--- config.mk ---
export PLATFORM = sky130hd
export DESIGN_NAME = descriptor_packetizer_flat
export DESIGN_NICKNAME = d
export VERILOG_FILES = /design/src/rtl/descriptor_packetizer_if.sv /design/src/rtl/descriptor_packetizer.sv /design/src/flat_wrapper.sv
export SDC_FILE = /design/constraint.sdc
export NUM_CORES = 2
export LEC_CHECK = 0
export CORE_MARGIN = 5
export CORE_UTILIZATION = 41
export DETAILED_ROUTE_END_ITERATION = 12
export HOLD_SLACK_MARGIN = 0.03
export PLACE_DENSITY = 0.53
export SLEW_MARGIN = 20
export SYNTH_ARGS = -nofsm -noshare
export SYNTH_HDL_FRONTEND = slang
export SYNTH_MEMORY_MAX_BITS = 65536
export SYNTH_SLANG_ARGS = --single-unit
--- constraint.sdc ---
create_clock -name clk -period 31 [get_ports clk]
set_input_delay 7.75 -clock clk [delete_from_list [all_inputs] [get_ports clk]]
set_output_delay 7.75 -clock clk [all_outputs]
set_load 0.01 [all_outputs]
--- src/rtl/descriptor_packetizer_if.sv ---
// Stream port bundle for the descriptor packetizer: 32-bit data, valid/ready handshake
// and a last marker on the trailer word.
interface descriptor_packetizer_if;
  logic [31:0] tdata;
  logic        tvalid;
  logic        tready;
  logic        tlast;

  modport master (output tdata, output tvalid, output tlast, input tready);
  modport slave  (input tdata, input tvalid, input tlast, output tready);
endinterface

--- src/rtl/descriptor_packetizer.sv ---
// Queues BRIEF descriptors and frame markers, then serializes them as 9-word packets
// (header + 8 data words) and 1-word trailers carrying the per-frame descriptor count.
//
// state | meaning
// IDLE  | nothing presented on the stream
// HDR   | header word of a descriptor packet presented
// DATA  | descriptor word `beat` (0..7) presented
// TRL   | frame trailer presented (tlast=1)
module descriptor_packetizer #(
  parameter int unsigned FIFO_DEPTH = 16,
  parameter logic [7:0]  HDR_TAG    = 8'hD5,
  parameter logic [7:0]  TRL_TAG    = 8'hE0
) (
  input  logic                          clk,
  input  logic                          rst,
  input  logic [255:0]                  descriptor,
  input  logic                          descriptor_valid,
  input  logic [10:0]                   descriptor_x,
  input  logic [10:0]                   descriptor_y,
  input  logic                          frame_start,
  descriptor_packetizer_if.master       m_axis,
  output logic [15:0]                   drop_count,
  output logic [$clog2(FIFO_DEPTH):0]   fifo_level
);
  localparam int unsigned AW = $clog2(FIFO_DEPTH);
  localparam int unsigned EW = 1 + 11 + 11 + 256;
  localparam logic [AW:0] LVL_FULL = (AW+1)'(FIFO_DEPTH);
  localparam logic [AW:0] LVL_ONE  = (AW+1)'(1);

  typedef enum logic [1:0] {IDLE, HDR, DATA, TRL} state_t;

  logic [EW-1:0]    mem [FIFO_DEPTH];
  logic [AW-1:0]    wr_ptr, rd_ptr;
  logic             fifo_full, fifo_empty, room;
  logic             push, pop, desc_push, marker_push, drop;
  logic             marker_pending;
  logic [EW-1:0]    push_entry, head;
  logic             head_marker;
  logic [10:0]      head_x, head_y;
  logic [255:0]     head_desc;

  state_t           state, state_nxt;
  logic [2:0]       beat, beat_nxt;
  logic [7:0][31:0] cur_words;
  logic [15:0]      frame_count;
  logic [31:0]      tdata_q, tdata_nxt;
  logic             tvalid_q, tvalid_nxt, tlast_q, tlast_nxt;
  logic             hdr_accept, trl_accept, last_word;

  assign fifo_full   = (fifo_level == LVL_FULL);
  assign fifo_empty  = (fifo_level == '0);
  // A pop in the same cycle frees the slot, so a full FIFO can still take a push.
  assign room        = !fifo_full || pop;
  assign desc_push   = descriptor_valid && room && !marker_pending;
  assign marker_push = marker_pending && room && !descriptor_valid;
  assign push        = desc_push || marker_push;
  assign drop        = descriptor_valid && !desc_push;
  assign push_entry  = marker_push ? {1'b1, {(EW-1){1'b0}}}
                                   : {1'b0, descriptor_x, descriptor_y, descriptor};

  assign head        = mem[rd_ptr];
  assign head_marker = head[EW-1];
  assign head_x      = head[EW-2 -: 11];
  assign head_y      = head[EW-13 -: 11];
  assign head_desc   = head[255:0];

  always_ff @(posedge clk) begin
    if (push) mem[wr_ptr] <= push_entry;
  end

  always_ff @(posedge clk) begin
    if (rst) begin
      wr_ptr         <= '0;
      rd_ptr         <= '0;
      fifo_level     <= '0;
      marker_pending <= 1'b0;
      drop_count     <= '0;
    end else begin
      if (push) wr_ptr <= wr_ptr + AW'(1);
      if (pop)  rd_ptr <= rd_ptr + AW'(1);
      case ({push, pop})
        2'b10:   fifo_level <= fifo_level + LVL_ONE;
        2'b01:   fifo_level <= fifo_level - LVL_ONE;
        default: fifo_level <= fifo_level;
      endcase
      // A frame_start arriving while a marker is already owed folds into that marker.
      if (marker_push)      marker_pending <= 1'b0;
      else if (frame_start) marker_pending <= 1'b1;
      if (drop && drop_count != 16'hFFFF) drop_count <= drop_count + 16'd1;
    end
  end

  always_ff @(posedge clk) begin
    if (rst) begin
      state       <= IDLE;
      beat        <= '0;
      cur_words   <= '0;
      frame_count <= '0;
      tdata_q     <= '0;
      tvalid_q    <= 1'b0;
      tlast_q     <= 1'b0;
    end else begin
      state    <= state_nxt;
      beat     <= beat_nxt;
      tdata_q  <= tdata_nxt;
      tvalid_q <= tvalid_nxt;
      tlast_q  <= tlast_nxt;
      if (pop) cur_words <= head_desc;
      if (trl_accept)                                frame_count <= '0;
      else if (hdr_accept && frame_count != 16'hFFFF) frame_count <= frame_count + 16'd1;
    end
  end

  // A new packet starts only when downstream is ready, so stalled traffic stays in the FIFO.
  assign last_word  = (state == IDLE) || (state == TRL) || (state == DATA && beat == 3'd7);
  assign pop        = last_word && m_axis.tready && !fifo_empty;
  assign hdr_accept = (state == HDR) && m_axis.tready;
  assign trl_accept = (state == TRL) && m_axis.tready;

  always_comb begin
    state_nxt = state;
    case (state)
      IDLE:    if (pop) state_nxt = head_marker ? TRL : HDR;
      HDR:     if (m_axis.tready) state_nxt = DATA;
      DATA,
      TRL:     if (m_axis.tready && last_word)
                 state_nxt = fifo_empty ? IDLE : (head_marker ? TRL : HDR);
      default: state_nxt = IDLE;
    endcase
  end

  always_comb begin
    beat_nxt   = beat;
    tdata_nxt  = tdata_q;
    tvalid_nxt = tvalid_q;
    tlast_nxt  = tlast_q;
    if (pop) begin
      tvalid_nxt = 1'b1;
      tlast_nxt  = head_marker;
      tdata_nxt  = head_marker ? {TRL_TAG, 8'h00, (state == TRL) ? 16'd0 : frame_count}
                               : {HDR_TAG, 1'b0, head_y, 1'b0, head_x};
    end else if (hdr_accept) begin
      beat_nxt  = 3'd0;
      tdata_nxt = cur_words[0];
      tlast_nxt = 1'b0;
    end else if (state == DATA && m_axis.tready && beat != 3'd7) begin
      beat_nxt  = beat + 3'd1;
      tdata_nxt = cur_words[beat + 3'd1];
    end else if (state != IDLE && m_axis.tready) begin
      tvalid_nxt = 1'b0;
      tlast_nxt  = 1'b0;
      tdata_nxt  = '0;
    end
  end

  assign m_axis.tdata  = tdata_q;
  assign m_axis.tvalid = tvalid_q;
  assign m_axis.tlast  = tlast_q;
endmodule

--- src/flat_wrapper.sv ---
// flat-port wrapper written by rule: the top's interface ports become plain ports
module descriptor_packetizer_flat 
#(
  parameter int unsigned FIFO_DEPTH = 16,
  parameter logic [7:0]  HDR_TAG    = 8'hD5,
  parameter logic [7:0]  TRL_TAG    = 8'hE0
)
  (clk, rst, descriptor, descriptor_valid, descriptor_x, descriptor_y, frame_start, drop_count, fifo_level, m_axis_tdata, m_axis_tvalid, m_axis_tlast, m_axis_tready);
  descriptor_packetizer_if m_axis_i ();
  input  logic clk;
  input  logic rst;
  input  logic [255:0] descriptor;
  input  logic descriptor_valid;
  input  logic [10:0] descriptor_x;
  input  logic [10:0] descriptor_y;
  input  logic frame_start;
  output logic [15:0] drop_count;
  output logic [$clog2(FIFO_DEPTH):0] fifo_level;
  output wire logic [$bits(m_axis_i.tdata)-1:0] m_axis_tdata;
  output wire logic [$bits(m_axis_i.tvalid)-1:0] m_axis_tvalid;
  output wire logic [$bits(m_axis_i.tlast)-1:0] m_axis_tlast;
  input wire logic [$bits(m_axis_i.tready)-1:0] m_axis_tready;
  assign m_axis_tdata = m_axis_i.tdata;
  assign m_axis_tvalid = m_axis_i.tvalid;
  assign m_axis_tlast = m_axis_i.tlast;
  assign m_axis_i.tready = m_axis_tready;
  descriptor_packetizer #(.FIFO_DEPTH(FIFO_DEPTH), .HDR_TAG(HDR_TAG), .TRL_TAG(TRL_TAG)) u_core (.clk(clk), .rst(rst), .descriptor(descriptor), .descriptor_valid(descriptor_valid), .descriptor_x(descriptor_x), .descriptor_y(descriptor_y), .frame_start(frame_start), .m_axis(m_axis_i), .drop_count(drop_count), .fifo_level(fifo_level));
endmodule
# After elaboration in Yosys (flattened, before gate mapping)
# Memories as Yosys holds them, arrays and structs flattened. A register that Yosys moved wholly into a read port is not among the register bits.
# Index checks and enable logic that the tools add are counted.
op_classes:
  add_sub_neg: 7
  order_cmp: 1
  n_eq_ne: 16
  mux: 28
  bitwise_logic: 1
  n_reduce_logical: 39
op_table:
  columns: ["operator", "n"]
  rows:
  - ["279-bit two-way mux", 1]
  - ["32-bit two-way mux", 5]
  - ["32-bit binary-select mux with 3-bit select", 1]
  - ["16-bit by 1-bit adder with 16-bit output (second input constant)", 2]
  - ["16-bit inequality test (second input constant)", 2]
  - ["30-bit two-way mux", 1]
  - ["16-bit two-way mux", 1]
  - ["1-bit logical AND", 15]
  - ["2-bit two-way mux", 5]
  - ["5-bit case mux with 2 select lines", 1]
  - ["4-bit by 1-bit adder with 4-bit output (second input constant)", 2]
  - ["1-bit two-way mux", 8]
  - ["4-bit two-way mux", 2]
  - ["2-bit by 1-bit inequality test with 1-bit output (second input constant)", 4]
  - ["2-bit nonzero test", 4]
  - ["2-bit equality test (second input constant)", 3]
  - ["3-bit two-way mux", 2]
  - ["2-bit case mux with 3 select lines", 1]
  - ["3-bit AND reduction", 2]
  - ["2-bit OR reduction", 3]
  - ["5-bit by 1-bit adder with 5-bit output (second input constant)", 1]
  - ["5-bit equality test (second input constant)", 1]
  - ["1-bit logical NOT", 5]
  - ["5-bit logical NOT", 1]
  - ["other kinds (14)", 19]
word_totals:
  regBits: 341
  ramBits: 4464
  input_bits: 283
  output_inout_bits: 55
  wordCells: 112
  mem_count: 1
memory_table:
  columns: ["name", "words", "width", "rd", "rd_clocked_by_memory_dff", "write_ports", "line", "source"]
  rows:
  - ["u_core.mem", 16, 279, 1, 1, 1, "descriptor_packetizer.sv:32", "logic [EW-1:0] mem [FIFO_DEPTH];"]

# Logic depth before layout (Yosys ltp)
logic_depth:
  ltp_word: 11
  ltp_mapped: 16
  mapped_depth_nobuf: 14

# Worst setup path after synthesis
# No wires, ideal clock.
synth_timing:
  path_type: "in2reg"
  from: "input port descriptor_valid"
  to: "memory u_core.mem[2][0] (netlist name), enable pin"
  setup_ps: 1260
  t_arrival_ps: 27307
  required_ps: 29740
  setup_slack_ps: 2432
  stages: 5
  path_buffers: 1
  cell_sequence: "clkbuf_1 xnor2_1 nor2_1 nand2_1 nor3_1"
synth_via:
  elab_chain_cells: 5
  word_cells_on_any_way: 7
  cone_classes: "mux (2); reduce/logical (5)"
synth_rtl:
  columns: ["element", "line", "source"]
  rows:
  - ["start, declared", "flat_wrapper.sv:13", "input logic descriptor_valid;"]
  - ["1-bit logical AND or 1-bit logical NOT (tied branches)", "descriptor_packetizer.sv:54, descriptor_packetizer.sv:55", null]
  - ["1-bit logical AND (on tied branches)", "descriptor_packetizer.sv:54, descriptor_packetizer.sv:55", null]
  - ["1-bit logical OR (*)", "descriptor_packetizer.sv:56", "assign push = desc_push || marker_push;"]
  - ["1-bit two-way mux (*)", "descriptor_packetizer.sv:68", "if (push) mem[wr_ptr] <= push_entry;"]
  - ["1-bit two-way mux (not written as such) (*)", "descriptor_packetizer.sv:68", null]
  - ["end, declared", "descriptor_packetizer.sv:32", null]
# Every way passes the cells marked *; elsewhere a longest branch is shown, timed or not.

# Worst setup path in the final report
layout_timing:
  from: "input port m_axis_tready"
  to: "memory u_core.mem[11][250] (netlist name), enable pin"
layout_via:
  elab_chain_cells: 8
  word_cells_on_any_way: 10
  cone_classes: "mux (2); reduce/logical (8)"
layout_rtl:
  columns: ["element", "line", "source"]
  rows:
  - ["start, declared", "flat_wrapper.sv:22", "input wire logic [$bits(m_axis_i.tready)-1:0] m_axis_tready;"]
  - ["1-bit logical AND (*) (2 in series)", "descriptor_packetizer.sv:116", "assign pop = last_word && m_axis.tready && !fifo_empty;"]
  - ["1-bit logical OR (*)", "descriptor_packetizer.sv:53", "assign room = !fifo_full || pop;"]
  - ["1-bit logical AND (on tied branches) (2 in series)", "descriptor_packetizer.sv:54, descriptor_packetizer.sv:55", null]
  - ["1-bit logical OR (*)", "descriptor_packetizer.sv:56", null]
  - ["1-bit two-way mux (*)", "descriptor_packetizer.sv:68", null]
  - ["1-bit two-way mux (not written as such) (*)", "descriptor_packetizer.sv:68", null]
# Marked as above.

==> results.cfg <==
[route]
vias = 88280
wl_per_cell_um = 33.15
drt_first_pass_iters = 8
drt-total-wl_mm = 510.3
ant_nets = 0
initialDrtViolationCount = 8933
vias_per_cell = 5.736
drc_errors = 0

[timing]
timing.fmax_ghz = 0.07800
layout_min_cycle_time_ns = 12.82
finalSetupTns_ns = 0
maxSlewViolCount = 0
rsz0062_at_grt = no
skew_ns = 0.04758
worst_slew_pin_slew_ns = 1.091
hold_viol_final = 0
relSlewSlack = 0.2727
fin_crit_sh = 0.4135
finalSetupViolations = 0

[placed_design]
portBuffers = 337
dpl.cell_count = 14440
post-dp-hpwl_mm = 291.7
routabilityCongestion = 0.8104

[cells_and_area]
nets = 9311
drive_gt1_frac = 0.2523
syn_to_final_growth_pct = 14.63
utilization = 0.4712
fin_cells = 15390

[setup_path]
crit_chain = clkdlybuf4s50_1, inv_1, o211ai_1, nand3_1, nor2_4, buf_4, buf_4, buf_4, buf_4
crit_slowest_cell = clkdlybuf4s50_1
cp_num_buf_inv = 6
path_delay_family = buffers and inverters
crit_path_start_kind = primary input
reg2regPathDepth = 10
cp_max_fo = 46
arrival_ns = 13.45
crit_required_ns = 31.63
critical_path_class = in -> reg
crit_path_end_kind = register
path_common_cell = buf_4
cpPeakStageDelay_ns = 1.05
crit_cells = 9

[min_path]
hold_path.class = reg -> reg
min_path_cells = 2

[cts]
clk_latency_ns = 1.03
clockBufferDepth = 4
numCtsBuffers = 521
cts_root_buffer = clkbuf_16
cts.sinks = 4809
hold_buffers = 0
htree_levels = 6
cts_setup_buffers = 0
tritoncts = built
cts_resized = 0
cts.clk_slew.worst_paths_ns = 0.06

[die]
die_h_um = 680.8
die_w_um = 680.8
coreArea_um2 = 448800
die_area_um2 = 463400
ioPinCount = 338
initial_utilization = 0.4110
placementRows = 246

[synth]
syn_avg_cell_area_um2 = 21.81
syn_inst = 8459
synthFlopType = edfxtp_1
yosysWarnings = 0
synth_edf_count = 4464
ys_ff_latch = 4809
synthDistinctLibCells = 68
yosysSeqAreaShare = 0.7641
synthArstFlopShare = 0
syn_nets = 8759
syn_area_um2 = 184500

[power]
powerDensity_nw_per_um2 = 79.08
p_leak_nw = 63.53
vdd.ir_drop.worst_mv = 0.06016

[global_route]
grt_pass1_wl_mm = 716.5
use_met3 = 0.02978
grt_usage = 0.2173
grt_use_met2 = 0.3634
grt_max_degree = 192
grt_pass1_vias = 91950
top_usage_layer = met2
grt_overflow = 0
gr-usage-met1 = 0.3021
antenna_found_initial = 27

[run]
drv_cap = 0

[status]
status = completed
-- worst paths after layout --
| path | start | end | slack [ns] |
|---|---|---|---|
| worst max-delay path | m_axis_tready | u_core.mem[11][250] | 18.18 |
| worst min-delay path | u_core.cur_words[187] | u_core.cur_words[187] | 0.46 |
| worst max register to register | u_core.state[0] | u_core.mem[11][250] | 25.23 |
| worst min register to register | u_core.cur_words[187] | u_core.cur_words[187] | 0.46 |
-- cells by family after synthesis --
logic type | Yosys count | synth area share
DFF | 4809 | 0.7641
AOI/OAI and AO/OA | 459 | 0.01500
adders and majority gates | 17 | 0.001153
buffers and inverters | 515 | 0.01213
and+or+nand+nor | 1084 | 0.02778
xor gates and xnor gates | 28 | 0.001329
muxes | 1547 | 0.1785
-- report_power, final --
part	internal [mW]	leakage (nW)	switching, mW
clock network	3.42	7.97	2.53
registers	7.47	43.3	0.199
logic	1.30	12.2	1.81
total	12.2	63.5	4.54
-- placed cells by master (no fill, tap or decap), types with 16 or more instances in the layout --
| cell type | n |
|---|---|
| a21oi_1 | 294 |
| a22oi_1 | 21 |
| and2_1 | 284 |
| buf_12 | 25 |
| buf_4 | 160 |
| bufinv_16 | 27 |
| clkbuf_1 | 130 |
| clkbuf_16 | 533 |
| clkdlybuf4s50_1 | 336 |
| clkinv_1 | 93 |
| clkinv_2 | 91 |
| clkinv_8 | 21 |
| dfxtp_1 | 340 |
| edfxtp_1 | 4464 |
| inv_1 | 17 |
| mux2_2 | 46 |
| mux2i_1 | 112 |
| mux4_2 | 1389 |
| nand2_1 | 600 |
| nand4_1 | 24 |
| nand4b_1 | 16 |
| nor2_1 | 64 |
| nor3_1 | 16 |
| o211ai_1 | 40 |
| o21ai_0 | 17 |
| xnor2_1 | 21 |
-- synth_stat cells, drive strengths merged, types with 15 or more instances --
| cell | count | share of area |
|---|---|---|
| nor3 | 20 | 0.00054 |
| buf | 246 | 0.0067 |
| nand4 | 24 | 0.00081 |
| inv | 18 | 0.00037 |
| nand4b | 16 | 0.00076 |
| edfxtp | 4464 | 0.73 |
| clkbuf | 251 | 0.0051 |
| nand2 | 600 | 0.012 |
| a221oi | 15 | 0.00075 |
| and2 | 284 | 0.0096 |
| xnor2 | 21 | 0.0010 |
| mux4 | 1389 | 0.17 |
| dfxtp | 345 | 0.037 |
| a22oi | 21 | 0.00085 |
| o211ai | 41 | 0.0017 |
| mux2 | 46 | 0.0028 |
| a311oi | 15 | 0.00071 |
| nor2 | 78 | 0.0016 |
| mux2i | 112 | 0.0061 |
| a21oi | 294 | 0.0080 |
| o21ai | 19 | 0.00052 |
| ha | 17 | 0.0012 |
-- flip-flops by register name, indices dropped and copies added (netlist names), named ones only --
name and flops:
u_core.m_axis.tvalid 1, u_core.fifo_level 5, u_core.cur_words 256, u_core.m_axis.tlast 1, u_core.state 2, u_core.frame_count 16, u_core.drop_count 16, u_core.m_axis.tdata 32
u_core.marker_pending 1, u_core.wr_ptr 4, u_core.mem 4464, u_core.beat 3, u_core.rd_ptr 4
-- per-stage QoR --
| stage | power (mW) | instance area, um2 | worst slack, ns | hold WS, ns |
|---|---|---|---|---|
| final | 16.72 | 211400 | 18.18 | 0.4551 |
| after global routing | 17.34 | 211400 | 18.06 | 0.4721 |
| after CTS | 16.92 | 211400 | 18.18 | 0.4543 |
| after detailed placement | 10.97 | 195100 | 17.05 | 0.4469 |
| after global placement | 10.94 | 195000 | 17.03 | 0.4415 |
| after floorplan | 9.858 | 184500 | 2.432 | 0.4331 |
-- worst register-to-register path, delay by kind of cell, from the launching register on --
family                   cells  cell delay (ns)
flip-flops                   1             0.34
AND/OR/NAND/NOR              2             1.07
AO/OA/AOI/OAI                2             0.46
adder cells (fa/ha/maj)      1             0.36
buffers and inverters        5             3.13
-- final cells by class --
class,count,area [um2]
diodes,13,32.53
clock buffers,669,13910
clock inverters,270,2396
fillers,36950,237300
inverters,18,75.07
multi-input cells,3135,41440
flip-flops and latches,4809,141000
well taps,5952,7447
repair buffers,526,5174
-- layer usage --
| layer | wire length, um | up-vias |
|---|---|---|
| li1 | - | 36310 |
| met1 | 214100 | 48560 |
| met2 | 254100 | 2790 |
| met3 | 28280 | 618 |
| met4 | 13730 | 4 |
| met5 | 27 | - |
No activity file was read; power rests on OpenSTA's default activity.
